[src/rtl/mem_bus_arbiter_if.sv]
// -----------------------------------------------------------------------------
// mem_bus_arbiter_if
// picorv32 native memory bus: one request/response channel.
//   valid  : request strobe, held with instr/addr/wdata/wstrb until ready
//   instr  : instruction fetch qualifier
//   addr   : byte address
//   wdata  : write data
//   wstrb  : byte strobes, 4'b0000 = read
//   ready  : one-cycle completion pulse
//   rdata  : read data, valid while ready=1
// Modports:
//   master : the side that issues requests (CPU, loader, or the arbiter
//            towards the shared slave)
//   slave  : the side that answers requests (the arbiter towards each master,
//            or the address decoder)
// -----------------------------------------------------------------------------
interface mem_bus_arbiter_if;
    logic        valid;
    logic        instr;
    logic [31:0] addr;
    logic [31:0] wdata;
    logic [3:0]  wstrb;
    logic        ready;
    logic [31:0] rdata;

    modport master (
        output valid, instr, addr, wdata, wstrb,
        input  ready, rdata
    );

    modport slave (
        input  valid, instr, addr, wdata, wstrb,
        output ready, rdata
    );
endinterface

[src/rtl/mem_bus_arbiter.sv]
// -----------------------------------------------------------------------------
// mem_bus_arbiter
// Two-master round-robin arbiter sharing one picorv32 native-bus slave port
// between the CPU (m0) and a second master (m1, loader/DMA). One transaction
// in flight; a mandatory IDLE cycle separates transactions so a registered
// slave never sees a stale valid after its ready pulse.
//
// Optional feature: define ARB_TIMEOUT_EN to enable the watchdog that
// force-completes a transaction after TIMEOUT_CYCLES BUSY cycles without
// s_ready, returning TIMEOUT_RDATA and setting the sticky timeout_flag.
//
// Parameters:
//   TIMEOUT_CYCLES : BUSY cycles without s_ready before forced completion
//   TIMEOUT_RDATA  : read data returned on a forced completion
// Ports:
//   clock        : system clock
//   reset        : synchronous, active-high reset
//   m0, m1       : master request channels (arbiter acts as their slave)
//   s            : shared slave channel (arbiter acts as its master)
//   grant        : one-hot owner of the slave port, [0]=m0 [1]=m1, 0 when idle
//   timeout_flag : sticky, a transaction was force-completed
//
// state | meaning
// ------+--------------------------------------------------------------
// IDLE  | no transaction; s_valid=0; picks a winner if any master requests
// BUSY  | granted master's request presented to the slave until s_ready
//       | (or watchdog expiry)
// -----------------------------------------------------------------------------
module mem_bus_arbiter #(
    parameter int unsigned TIMEOUT_CYCLES = 255,
    parameter logic [31:0] TIMEOUT_RDATA  = 32'hDEAD_BEEF
) (
    input  logic              clock,
    input  logic              reset,
    mem_bus_arbiter_if.slave  m0,
    mem_bus_arbiter_if.slave  m1,
    mem_bus_arbiter_if.master s,
    output logic [1:0]        grant,
    output logic              timeout_flag
);

    typedef enum logic {
        IDLE = 1'b0,
        BUSY = 1'b1
    } state_t;

    state_t      state_q;
    state_t      state_d;
    logic [1:0]  grant_q;
    logic        last_grant_q;   // 0: m0 was served last, 1: m1
    logic        req_any;
    logic        pick_m1;
    logic        timeout_hit;
    logic        done;
    logic [31:0] resp_rdata;

    assign req_any = m0.valid | m1.valid;
    // With both requesting, the master not served last wins.
    assign pick_m1 = m1.valid & (~m0.valid | ~last_grant_q);
    assign done    = (state_q == BUSY) & (s.ready | timeout_hit);
    assign grant   = grant_q;

`ifdef ARB_TIMEOUT_EN
    // Down-counter loaded on entry to BUSY; reaching zero marks the
    // TIMEOUT_CYCLES-th BUSY cycle.
    localparam int unsigned CNT_W = (TIMEOUT_CYCLES > 1) ? $clog2(TIMEOUT_CYCLES) : 1;
    localparam logic [CNT_W-1:0] CNT_LOAD = CNT_W'(TIMEOUT_CYCLES - 1);

    logic [CNT_W-1:0] tmo_cnt_q;
    logic             timeout_flag_q;

    // A slave ready in the terminal cycle takes priority over the watchdog.
    assign timeout_hit  = (state_q == BUSY) & (tmo_cnt_q == '0) & ~s.ready;
    assign timeout_flag = timeout_flag_q;

    always_ff @(posedge clock) begin
        if (reset) begin
            tmo_cnt_q      <= '0;
            timeout_flag_q <= 1'b0;
        end else begin
            if (state_q == IDLE && req_any) begin
                tmo_cnt_q <= CNT_LOAD;
            end else if (state_q == BUSY && !done) begin
                tmo_cnt_q <= tmo_cnt_q - 1'b1;
            end
            if (timeout_hit) begin
                timeout_flag_q <= 1'b1;
            end
        end
    end
`else
    assign timeout_hit  = 1'b0;
    assign timeout_flag = 1'b0;
`endif

    // State register
    always_ff @(posedge clock) begin
        if (reset) begin
            state_q      <= IDLE;
            grant_q      <= 2'b00;
            last_grant_q <= 1'b1;
        end else begin
            state_q <= state_d;
            if (state_q == IDLE && req_any) begin
                grant_q <= pick_m1 ? 2'b10 : 2'b01;
            end else if (done) begin
                grant_q      <= 2'b00;
                last_grant_q <= grant_q[1];
            end
        end
    end

    // Next-state logic
    always_comb begin
        state_d = state_q;
        case (state_q)
            IDLE:    if (req_any) state_d = BUSY;
            BUSY:    if (done)    state_d = IDLE;
            default: state_d = IDLE;
        endcase
    end

    // Output logic
    always_comb begin
        s.valid    = 1'b0;
        s.instr    = 1'b0;
        s.addr     = 32'h0;
        s.wdata    = 32'h0;
        s.wstrb    = 4'h0;
        m0.ready   = 1'b0;
        m0.rdata   = 32'h0;
        m1.ready   = 1'b0;
        m1.rdata   = 32'h0;
        resp_rdata = s.ready ? s.rdata : TIMEOUT_RDATA;
        if (state_q == BUSY) begin
            s.valid = 1'b1;
            if (grant_q[1]) begin
                s.instr  = m1.instr;
                s.addr   = m1.addr;
                s.wdata  = m1.wdata;
                s.wstrb  = m1.wstrb;
                m1.ready = done;
                m1.rdata = done ? resp_rdata : 32'h0;
            end else begin
                s.instr  = m0.instr;
                s.addr   = m0.addr;
                s.wdata  = m0.wdata;
                s.wstrb  = m0.wstrb;
                m0.ready = done;
                m0.rdata = done ? resp_rdata : 32'h0;
            end
        end
    end

endmodule

[src/flat_wrapper.sv]
// flat-port wrapper written by rule: the top's interface ports become plain ports
module mem_bus_arbiter_flat 
#(
    parameter int unsigned TIMEOUT_CYCLES = 255,
    parameter logic [31:0] TIMEOUT_RDATA  = 32'hDEAD_BEEF
)
  (clock, reset, grant, timeout_flag, m0_valid, m0_instr, m0_addr, m0_wdata, m0_wstrb, m0_ready, m0_rdata, m1_valid, m1_instr, m1_addr, m1_wdata, m1_wstrb, m1_ready, m1_rdata, s_valid, s_instr, s_addr, s_wdata, s_wstrb, s_ready, s_rdata);
  mem_bus_arbiter_if m0_i ();
  mem_bus_arbiter_if m1_i ();
  mem_bus_arbiter_if s_i ();
  input  logic clock;
  input  logic reset;
  output logic [1:0] grant;
  output logic timeout_flag;
  input wire logic [$bits(m0_i.valid)-1:0] m0_valid;
  input wire logic [$bits(m0_i.instr)-1:0] m0_instr;
  input wire logic [$bits(m0_i.addr)-1:0] m0_addr;
  input wire logic [$bits(m0_i.wdata)-1:0] m0_wdata;
  input wire logic [$bits(m0_i.wstrb)-1:0] m0_wstrb;
  output wire logic [$bits(m0_i.ready)-1:0] m0_ready;
  output wire logic [$bits(m0_i.rdata)-1:0] m0_rdata;
  input wire logic [$bits(m1_i.valid)-1:0] m1_valid;
  input wire logic [$bits(m1_i.instr)-1:0] m1_instr;
  input wire logic [$bits(m1_i.addr)-1:0] m1_addr;
  input wire logic [$bits(m1_i.wdata)-1:0] m1_wdata;
  input wire logic [$bits(m1_i.wstrb)-1:0] m1_wstrb;
  output wire logic [$bits(m1_i.ready)-1:0] m1_ready;
  output wire logic [$bits(m1_i.rdata)-1:0] m1_rdata;
  output wire logic [$bits(s_i.valid)-1:0] s_valid;
  output wire logic [$bits(s_i.instr)-1:0] s_instr;
  output wire logic [$bits(s_i.addr)-1:0] s_addr;
  output wire logic [$bits(s_i.wdata)-1:0] s_wdata;
  output wire logic [$bits(s_i.wstrb)-1:0] s_wstrb;
  input wire logic [$bits(s_i.ready)-1:0] s_ready;
  input wire logic [$bits(s_i.rdata)-1:0] s_rdata;
  assign m0_i.valid = m0_valid;
  assign m0_i.instr = m0_instr;
  assign m0_i.addr = m0_addr;
  assign m0_i.wdata = m0_wdata;
  assign m0_i.wstrb = m0_wstrb;
  assign m0_ready = m0_i.ready;
  assign m0_rdata = m0_i.rdata;
  assign m1_i.valid = m1_valid;
  assign m1_i.instr = m1_instr;
  assign m1_i.addr = m1_addr;
  assign m1_i.wdata = m1_wdata;
  assign m1_i.wstrb = m1_wstrb;
  assign m1_ready = m1_i.ready;
  assign m1_rdata = m1_i.rdata;
  assign s_valid = s_i.valid;
  assign s_instr = s_i.instr;
  assign s_addr = s_i.addr;
  assign s_wdata = s_i.wdata;
  assign s_wstrb = s_i.wstrb;
  assign s_i.ready = s_ready;
  assign s_i.rdata = s_rdata;
  mem_bus_arbiter #(.TIMEOUT_CYCLES(TIMEOUT_CYCLES), .TIMEOUT_RDATA(TIMEOUT_RDATA)) u_core (.clock(clock), .reset(reset), .m0(m0_i), .m1(m1_i), .s(s_i), .grant(grant), .timeout_flag(timeout_flag));
endmodule
[config.mk]
export PLATFORM = sky130hd
export DESIGN_NAME = mem_bus_arbiter_flat
export DESIGN_NICKNAME = d
export VERILOG_FILES = /design/src/rtl/mem_bus_arbiter_if.sv /design/src/rtl/mem_bus_arbiter.sv /design/src/flat_wrapper.sv
export SDC_FILE = /design/constraint.sdc
export NUM_CORES = 1
export LEC_CHECK = 0
export ABC_AREA = 1
export CAP_MARGIN = 20
export CORE_AREA = 2 2 123 125
export CTS_BUF_LIST = sky130_fd_sc_hd__clkbuf_16
export CTS_CLUSTER_SIZE = 12
export DETAILED_ROUTE_END_ITERATION = 10
export DIE_AREA = 0 0 125 127
export HOLD_SLACK_MARGIN = 0.08
export PLACE_DENSITY = 0.51
export REMOVE_ABC_BUFFERS = 1
export SETUP_SLACK_MARGIN = 0.5
export SYNTH_ARGS = -nofsm -noshare
export SYNTH_HDL_FRONTEND = slang
export SYNTH_SLANG_ARGS = --single-unit
[constraint.sdc]
create_clock -name clock -period 3.65 [get_ports clock]
set_input_delay 1.095 -clock clock [delete_from_list [all_inputs] [get_ports clock]]
set_output_delay 1.095 -clock clock [all_outputs]
set_load 0.005 [all_outputs]
==> metrics.txt, run 1 <==
outcome=complete, no violations; CP dominant cell by count=clkdlybuf4s50_1; num ports=314; Yosys reg bits=4; CTS Buffer Depth=2; core area=~14000 um^2; clock sinks=4; Max-slew headroom=0.593; Layout Skew=around 0.0024 ns; DR iter-0 viols=114; total grt overflow=0; Cell variety after synth=19; RSZ-0062 raised after global routing=true; main combinational cell family by area after synthesis=simple AND/OR/NAND/NOR gates; most frequent cells in the layout=182 x clkdlybuf4s50_1, 172 x nor2_1, 87 x dlygate4sd2_1; htree depth=1; crit path DAT=2.25 ns; Crit Path Max Fanout=2; DP HPWL=between 9 and 10 mm; Synth Area per Inst=4.55 um^2; commonest non-fill, non-tap cell in the layout=clkdlybuf4s50_1; element type at the critical path end=output pin; CTS tree=done; vias in the first global route=3542; Leakage=2.88 nW; Hold Path Class=register to register; xor/xnor cell area share of the yosys netlist=0; Post-DRT Antenna Nets=0; DR vias/cell=4.05; Worst-path clk slew=0.03 ns; first-pass GRT wire length=about 19 mm; CP Class=primary input to output pin; Cell Pwr Density=151 nW/um^2; routed len/inst=15.1 um; synthesized netlist cell count=362; Port Buffers=312; GR peak layer=met2; simple-gate share of the synthesized area=0.512; Worst setup SP type=primary input; clock latency on the worst-skew pair=0.23 ns; Pre-Repair DR Iteration Count=4; met2 Use GR=0.265; Peak Freq=299 MHz; Crit-path slowest cell=clkdlybuf4s50_1; Area after DPL=4860 um^2; DR vias=about 3500; sequential fraction of the synthesis area=0.0487; Die Y=127 um; worst vdd ir=0.000108 V; Power Total=802 uW; crit-path max cell delay=0.51 ns; Inserted Clock Buffers=3; Post-Route WL=12.9 mm; routing usage on met3=0.0440; Max Cap Violations=0; final-stage net count=852; fin area=5320 um^2; fin crit share=0.916; min cycle time layout=around 3.3 ns; Final setup viols=0; Die ar.=15900 um^2; mux cell area share after synthesis=0; Synth Area in Compound Gates=0.225; fin. max-slew vios=0; Adder-Cell Fraction of Synth Area=0; dpl ws=-0.270 ns; share of cells above drive strength 1=0.123; RePlAce Congestion=0.820; total number of yosys warnings=0; diode count=0; CTS Root Cell=clkbuf_16; Die W=125 um; pin count of the biggest net entering global routing=71; Tightest Pin Transition=0.610 ns; Setup WS post-layout=0.306 ns; initial core utilization=0.114; Required @ worst endpoint=roughly 2.6 ns; row cnt=44; residual DRC count=0; initial antenna violation count=0; delay-heaviest family, CP=buffers and inverters; Fin. Hold Viols=0; routing usage on met1=0.176; crit path buf inv count=3; crit path cell chain=clkdlybuf4s50_1 > inv_1 > nor2_2 > clkdlybuf4s50_1; GRT Resource Usage Total=0.148; P&R area growth vs syn=223%; Post-Syn Area=1650 um^2
[cell families (layout without fill, tap and decap cells)]
kind of cell | Yosys count | after routing
flip-flops | 4 | 4
AO/OA/AOI/OAI | 74 | 74
other | 1 | 1
buffers and inverters | 69 | 378
AND/OR/NAND/NOR | 214 | 218
[per-layer routing]
| metal | routed length (um) | share of wire |
|---|---|---|
| met5 | 0 | 0 |
| met4 | 255 | 0.020 |
| met3 | 1350 | 0.10 |
| met2 | 6370 | 0.49 |
| met1 | 4960 | 0.38 |
[cell usage after synthesis, drive strengths merged]
| cell | count | area (um^2) |
|---|---|---|
| a21oi | 4 | 20.0 |
| and2 | 1 | 6.26 |
| buf | 18 | 150 |
| clkbuf | 12 | 52.6 |
| conb | 1 | 3.75 |
| dfxtp | 4 | 80.1 |
| inv | 39 | 146 |
| nand2 | 7 | 41.3 |
| nand3 | 1 | 5.00 |
| nor2 | 205 | 790 |
| o21ai | 70 | 350 |
[worst register-to-register path, delay by kind of cell, from the launching register on]
family          cells  cell delay, ns
compound gates      1            0.16
buf+inv             2            0.48
flops               1            0.41
simple gates        2            0.21
[power by group]
part / internal [mW] / total [mW] / switching, mW
sequential: 0.0484 / 0.0690 / 0.0206
combinational: 0.326 / 0.561 / 0.235
clock: 0.140 / 0.172 / 0.0320
total: 0.514 / 0.802 / 0.288
[cell type report]
cell class	count	area [um^2]
Clock buffer	3	75.1
Fill cell	1540	9100
Inverter	39	166
Multi-Input combinational cell	293	1490
Sequential cell	4	85.1
Tap cell	184	230
Timing Repair Buffer	335	3260
Timing Repair inverter	1	16.3
[flip-flops by register name, summed over array words and instances (netlist names)]
register	cells
u_core.last_grant_q	1
u_core.state_q	1
u_core.grant	2
[through the flow]
stage	hold WS [ns]	TNS (ns)	instances	util
4_1_cts	0.463	0	843	0.347
6_report	0.459	0	859	0.369
2_1_floorplan	0.426	0	332	-
5_1_grt	0.497	0	859	0.369
3_3_place_gp	0.461	-10.25	833	0.337
3_5_place_dp	0.465	-9.65	833	0.337
[what timing repair did]
item                                    4_1_cts  5_1_grt
endpoints found under the hold margin         0        0
hold buffers                                  0        0
pin swaps                                    25       26
resized for setup                           160       81
cloned                                        3        2
endpoints found under the setup margin      135       98
setup buffers                                 4       14
[worst paths after layout]
path         slack, ns             endpoint  cells after the start           startpoint
max               0.31          m1_rdata[8]                      4           s_rdata[8]
min               0.46  u_core.last_grant_q                      2  u_core.last_grant_q
max reg2reg       2.28      u_core.grant[1]                      5       u_core.state_q
min reg2reg       0.46  u_core.last_grant_q                      2  u_core.last_grant_q
(Power assumes the default switching activity.)
==> run 2: changes to the inputs <==
--- a/config.mk
+++ b/config.mk
@@ -8,7 +8,7 @@
 export ABC_AREA = 1
 export CAP_MARGIN = 20
 export CORE_AREA = 2 2 123 125
-export CTS_BUF_LIST = sky130_fd_sc_hd__clkbuf_16
+export CTS_BUF_LIST = sky130_fd_sc_hd__clkbuf_4 sky130_fd_sc_hd__clkbuf_8
 export CTS_CLUSTER_SIZE = 12
 export DETAILED_ROUTE_END_ITERATION = 10
 export DIE_AREA = 0 0 125 127
@@ -16,6 +16,7 @@
 export PLACE_DENSITY = 0.51
 export REMOVE_ABC_BUFFERS = 1
 export SETUP_SLACK_MARGIN = 0.5
+export SKIP_CTS_REPAIR_TIMING = 1
 export SYNTH_ARGS = -nofsm -noshare
 export SYNTH_HDL_FRONTEND = slang
 export SYNTH_SLANG_ARGS = --single-unit
==> run 2 against run 1 <==
Via count shrank 1.8%. Clock power shrank 45%. Die area is the same. Critical path type unchanged. Critical endpoint is now m0_rdata[10].
==> metrics.txt, run 2 (synthesis gave the netlist of run 1 again) <==
Cell Pwr Density=134 nW/um^2 (-11%); Post-DRT Antenna Nets=0 (unchanged); fin. max-slew vios=0 (unchanged); Peak Freq=293 MHz (-2.0%); placed cells=833 (unchanged); pin count of the biggest net entering global routing=71 (unchanged); htree depth=1 (unchanged); Worst-path clk slew=0.03 ns (about the same); Worst setup SP type=primary input; Post-Route WL=12.7 mm (-2.0%); Required @ worst endpoint=2.55 ns (about the same); DR iter-0 viols=106 (-7.0%); residual DRC count=0 (unchanged); Hold Path Class=register to register; RePlAce Congestion=0.820 (unchanged); Power Total=727 uW (-9.4%); Fin. Hold Viols=0 (unchanged); P&R area growth vs syn=229%; Crit Path Max Fanout=16 (+14); max reg flops=2 (unchanged); crit path DAT=2.32 ns (+0.07 ns); Die W=125 um (unchanged); DP HPWL=9.55 mm (unchanged); initial antenna violation count=0 (unchanged); Die Y=127 um (unchanged); CTS Buffer Depth=2 (unchanged); RSZ-0062 raised after global routing=true; CP Class=primary input to output pin; Die ar.=15900 um^2 (unchanged); final-stage net count=838 (-1.6%); element type at the critical path end=output pin; vias in the first global route=3351 (-5.4%); Layout Skew=0.00115 ns (-0.00127 ns); min cycle time layout=3.41 ns (+0.0680 ns); Port Buffers=312 (unchanged); WHS=0.459 ns (+0.000316 ns); outcome=complete, no violations; commonest non-fill, non-tap cell in the layout=nor2_1; most frequent cells in the layout=183 x nor2_1, 178 x clkdlybuf4s50_1, 133 x dlymetal6s2s_1; Max Cap Violations=0 (unchanged); fin crit share=0.935 (+0.0186); CTS tree=done; Leakage=4.29 nW (+49%); core area=14400 um^2 (unchanged); Pre-Repair DR Iteration Count=4 (unchanged); num ports=314 (unchanged); crit-path max cell delay=0.52 ns (about the same); Final setup viols=0 (unchanged); diode count=0 (unchanged); Inserted Clock Buffers=3 (unchanged); final std cells w/o fill=845 (-1.6%); clock latency on the worst-skew pair=0.22 ns (about the same); clock sinks=4 (unchanged); total grt overflow=0 (unchanged); Crit-path slowest cell=clkdlybuf4s50_1; CTS Root Cell=clkbuf_8; first-pass GRT wire length=18.2 mm (-6.0%); routed len/inst=15.0 um (-0.34%); initial core utilization=0.114 (unchanged); crit path cell chain=clkbuf_2 > nand2_4 > nor2_4 > buf_12 > clkinv_8 > nor2_2 > clkdlybuf4s50_1; DR vias=3413 (-1.8%); row cnt=44 (unchanged); GRT Resource Usage Total=0.139 (-0.00929); worst vdd ir=0.0000756 V (-30%); DR vias/cell=4.04 (-0.21%); share of cells above drive strength 1=0.0726 (-0.0503)
run 2: path summary, 6_finish.rpt:
kind	start	to	slack, ns	depth (start not counted)
min	u_core.last_grant_q	u_core.last_grant_q	0.46	2
min reg2reg	u_core.last_grant_q	u_core.last_grant_q	0.46	2
max reg2reg	u_core.state_q	u_core.grant[1]	2.32	5
max	s_ready	m0_rdata[10]	0.24	7
run 2: worst max-delay path, delay by kind of cell:
kind / cells / cell delay (ns)
buf+inv: 4 / 0.85
simple gates: 3 / 0.38
run 2: metal layers:
layer / vias up / track usage / routed length (um) / part of all wire
met4: 0 / 0.0190 / 185 / 0.015
met5: - / 0 / 0 / 0
met1: 1500 / 0.167 / 4950 / 0.39
met2: 204 / 0.248 / 6260 / 0.49
li1: 1693 / - / - / -
met3: 16 / 0.0461 / 1280 / 0.10
run 2: cell type report:
class                           count  area, um^2
Inverter                           39         166
Sequential cell                     4        85.1
Multi-Input combinational cell    291        1310
Timing Repair Buffer              323        3570
Timing Repair inverter              1        8.76
Fill cell                        1490        9010
Tap cell                          184         230
Clock buffer                        3        41.3
run 2: stage by stage:
| stage | worst slack, ns | setup TNS [ns] | util | cell area (um^2) |
|---|---|---|---|---|
| global route | 0.207 | 0 | 0.375 | 5410 |
| detailed placement | -0.270 | -9.65 | 0.337 | 4860 |
| CTS | -0.288 | -10.67 | 0.340 | 4900 |
| finish | 0.238 | 0 | 0.375 | 5410 |
| global placement | -0.289 | -10.25 | 0.337 | 4860 |
| floorplan | 0.316 | 0 | - | 1440 |
run 2: where the power goes:
| group | leakage (nW) | internal [mW] | total [mW] | switching, mW |
|---|---|---|---|---|
| Sequential | 0.0340 | 0.0484 | 0.0645 | 0.0161 |
| Clock | 0.0216 | 0.0704 | 0.0940 | 0.0237 |
| Combinational | 4.23 | 0.348 | 0.568 | 0.220 |
==> run 3: changes to the inputs <==
==> constraint.sdc (replaced) <==
create_clock -name clock -period 3.65 [get_ports clock]
set_input_delay 0.73 -clock clock [delete_from_list [all_inputs] [get_ports clock]]
set_output_delay 0.73 -clock clock [all_outputs]
set_load 0.005 [all_outputs]
==> run 3 against run 2 <==
Clock skew up 0.0029 ns. Global-route usage is 0.22 points higher. First-iteration DRC count down 0.94%. Largest cell class unchanged.
==> metrics.txt, run 3 (synthesis gave the netlist of run 1 again) <==
initial core utilization=0.114 (unchanged); worst vdd ir=0.0000746 V (-1.4%); final-stage net count=828 (-1.2%); diode count=0 (unchanged); Required @ worst endpoint=2.92 ns (+0.37 ns); Post-DRT Antenna Nets=0 (unchanged); htree depth=1 (unchanged); residual DRC count=0 (unchanged); row cnt=44 (unchanged); Fin Setup TNS=0 ns (unchanged); total grt overflow=0 (unchanged); Layout Skew=0.00403 ns (+0.00288 ns); crit path DAT=2.35 ns (+0.03 ns); DR vias/cell=3.91 (-3.2%); delay-heaviest family, CP=buffers and inverters; clock latency on the worst-skew pair=0.22 ns (about the same); GRT Resource Usage Total=0.141 (+0.00221); Die ar.=15900 um^2 (unchanged); post-layout util=0.340 (-0.0353); outcome=complete, no violations; Cell Pwr Density=149 nW/um^2 (+11%); fin crit share=0.844 (-0.0907); Crit Path Max Fanout=32 (+16); routed len/inst=14.5 um (-3.3%); pin count of the biggest net entering global routing=73 (+2.8%); Crit-path slowest cell=clkdlybuf4s50_1; Port Buffers=312 (unchanged); share of cells above drive strength 1=0.0353 (-0.0373); Leakage=2.06 nW (-52%); crit-path max cell delay=0.54 ns (+0.02 ns); fin. max-slew vios=0 (unchanged); clock sinks=4 (unchanged); core area=14400 um^2 (unchanged); crit path buf inv count=3 (-1); Post-Route WL=12.1 mm (-4.5%); Die Y=127 um (unchanged); crit path cell chain=clkdlybuf4s50_1 > nand2_4 > nor2_4 > inv_6 > nor2_1 > clkdlybuf4s50_1; Fin. Hold Viols=0 (unchanged); DP HPWL=9.53 mm (-0.25%); vias in the first global route=3344 (-0.21%); min cycle time layout=3.08 ns (-0.331 ns); commonest non-fill, non-tap cell in the layout=clkdlybuf4s50_1; num ports=314 (unchanged); RePlAce Congestion=0.823 (+0.39%); most frequent cells in the layout=312 x clkdlybuf4s50_1, 196 x nor2_1, 70 x o21ai_0; Inserted Clock Buffers=3 (unchanged); CTS tree=done; CP Class=primary input to output pin; Final setup viols=0 (unchanged); P&R area growth vs syn=198%; Hold Path Class=register to register; DR iter-0 viols=105 (-0.94%); element type at the critical path end=output pin; Peak Freq=325 MHz (+11%); Pre-Repair DR Iteration Count=4 (unchanged); Worst setup SP type=primary input; max reg flops=2 (unchanged); CP dominant cell by count=clkdlybuf4s50_1; CTS Buffer Depth=2 (unchanged); first-pass GRT wire length=18.4 mm (+0.76%); Max Cap Violations=0 (unchanged); DR vias=3263 (-4.4%); Power Total=730 uW (+0.44%); Die W=125 um (unchanged); CTS Root Cell=clkbuf_8; Worst-path clk slew=0.03 ns (about the same); Max-slew headroom=0.517; RSZ-0062 raised after global routing=true; Tightest Pin Transition=0.725 ns; initial antenna violation count=0 (unchanged)
==> run 3: cell type report <==
class,count,area (um^2)
Multi-Input combinational cell,289,1230
Fill cell,1568,9520
Clock buffer,3,41.3
Sequential cell,4,82.6
Tap cell,184,230
Timing Repair Buffer,316,3170
Inverter,39,151
==> run 3: per-layer routing <==
| metal | track usage | vias up | routed length (um) |
|---|---|---|---|
| li1 | - | 1674 | - |
| met4 | 0.0222 | 0 | 119 |
| met1 | 0.172 | 1381 | 4980 |
| met5 | 0 | - | 0 |
| met3 | 0.0415 | 9 | 1210 |
| met2 | 0.252 | 199 | 5800 |
==> run 3: worst register-to-register path, stage by stage, from the launching register on <==
cell and delay (ns):
dfxtp_2 0.68, buf_12 0.30, inv_1 0.10, o21ai_0 0.13
and2_1 0.17, nor2_1 0.04
==> run 3: metrics by stage <==
stage	hold WS [ns]	area, um^2	setup slack, ns	std cells
floorplan	0.426	1440	0.681	332
global placement	0.460	4840	0.420	832
detailed placement	0.454	4840	0.428	832
CTS	0.462	4880	0.424	835
global route	0.488	4900	0.475	835
finish	0.467	4900	0.569	835
==> run 3: path summary, 6_finish.rpt <==
path,startpoint,endpoint,slack (ns),depth (start not counted)
min reg2reg,u_core.last_grant_q,u_core.last_grant_q,0.47,2
min,u_core.last_grant_q,u_core.last_grant_q,0.47,2
max,s_ready,m0_rdata[10],0.57,6
max reg2reg,u_core.state_q,u_core.grant[1],2.11,5
==> run 3: where the power goes <==
group	switching (mW)	internal, mW	total, mW
Combinational	0.217	0.359	0.576
Clock	0.0234	0.0703	0.0937
Sequential	0.0113	0.0485	0.0598
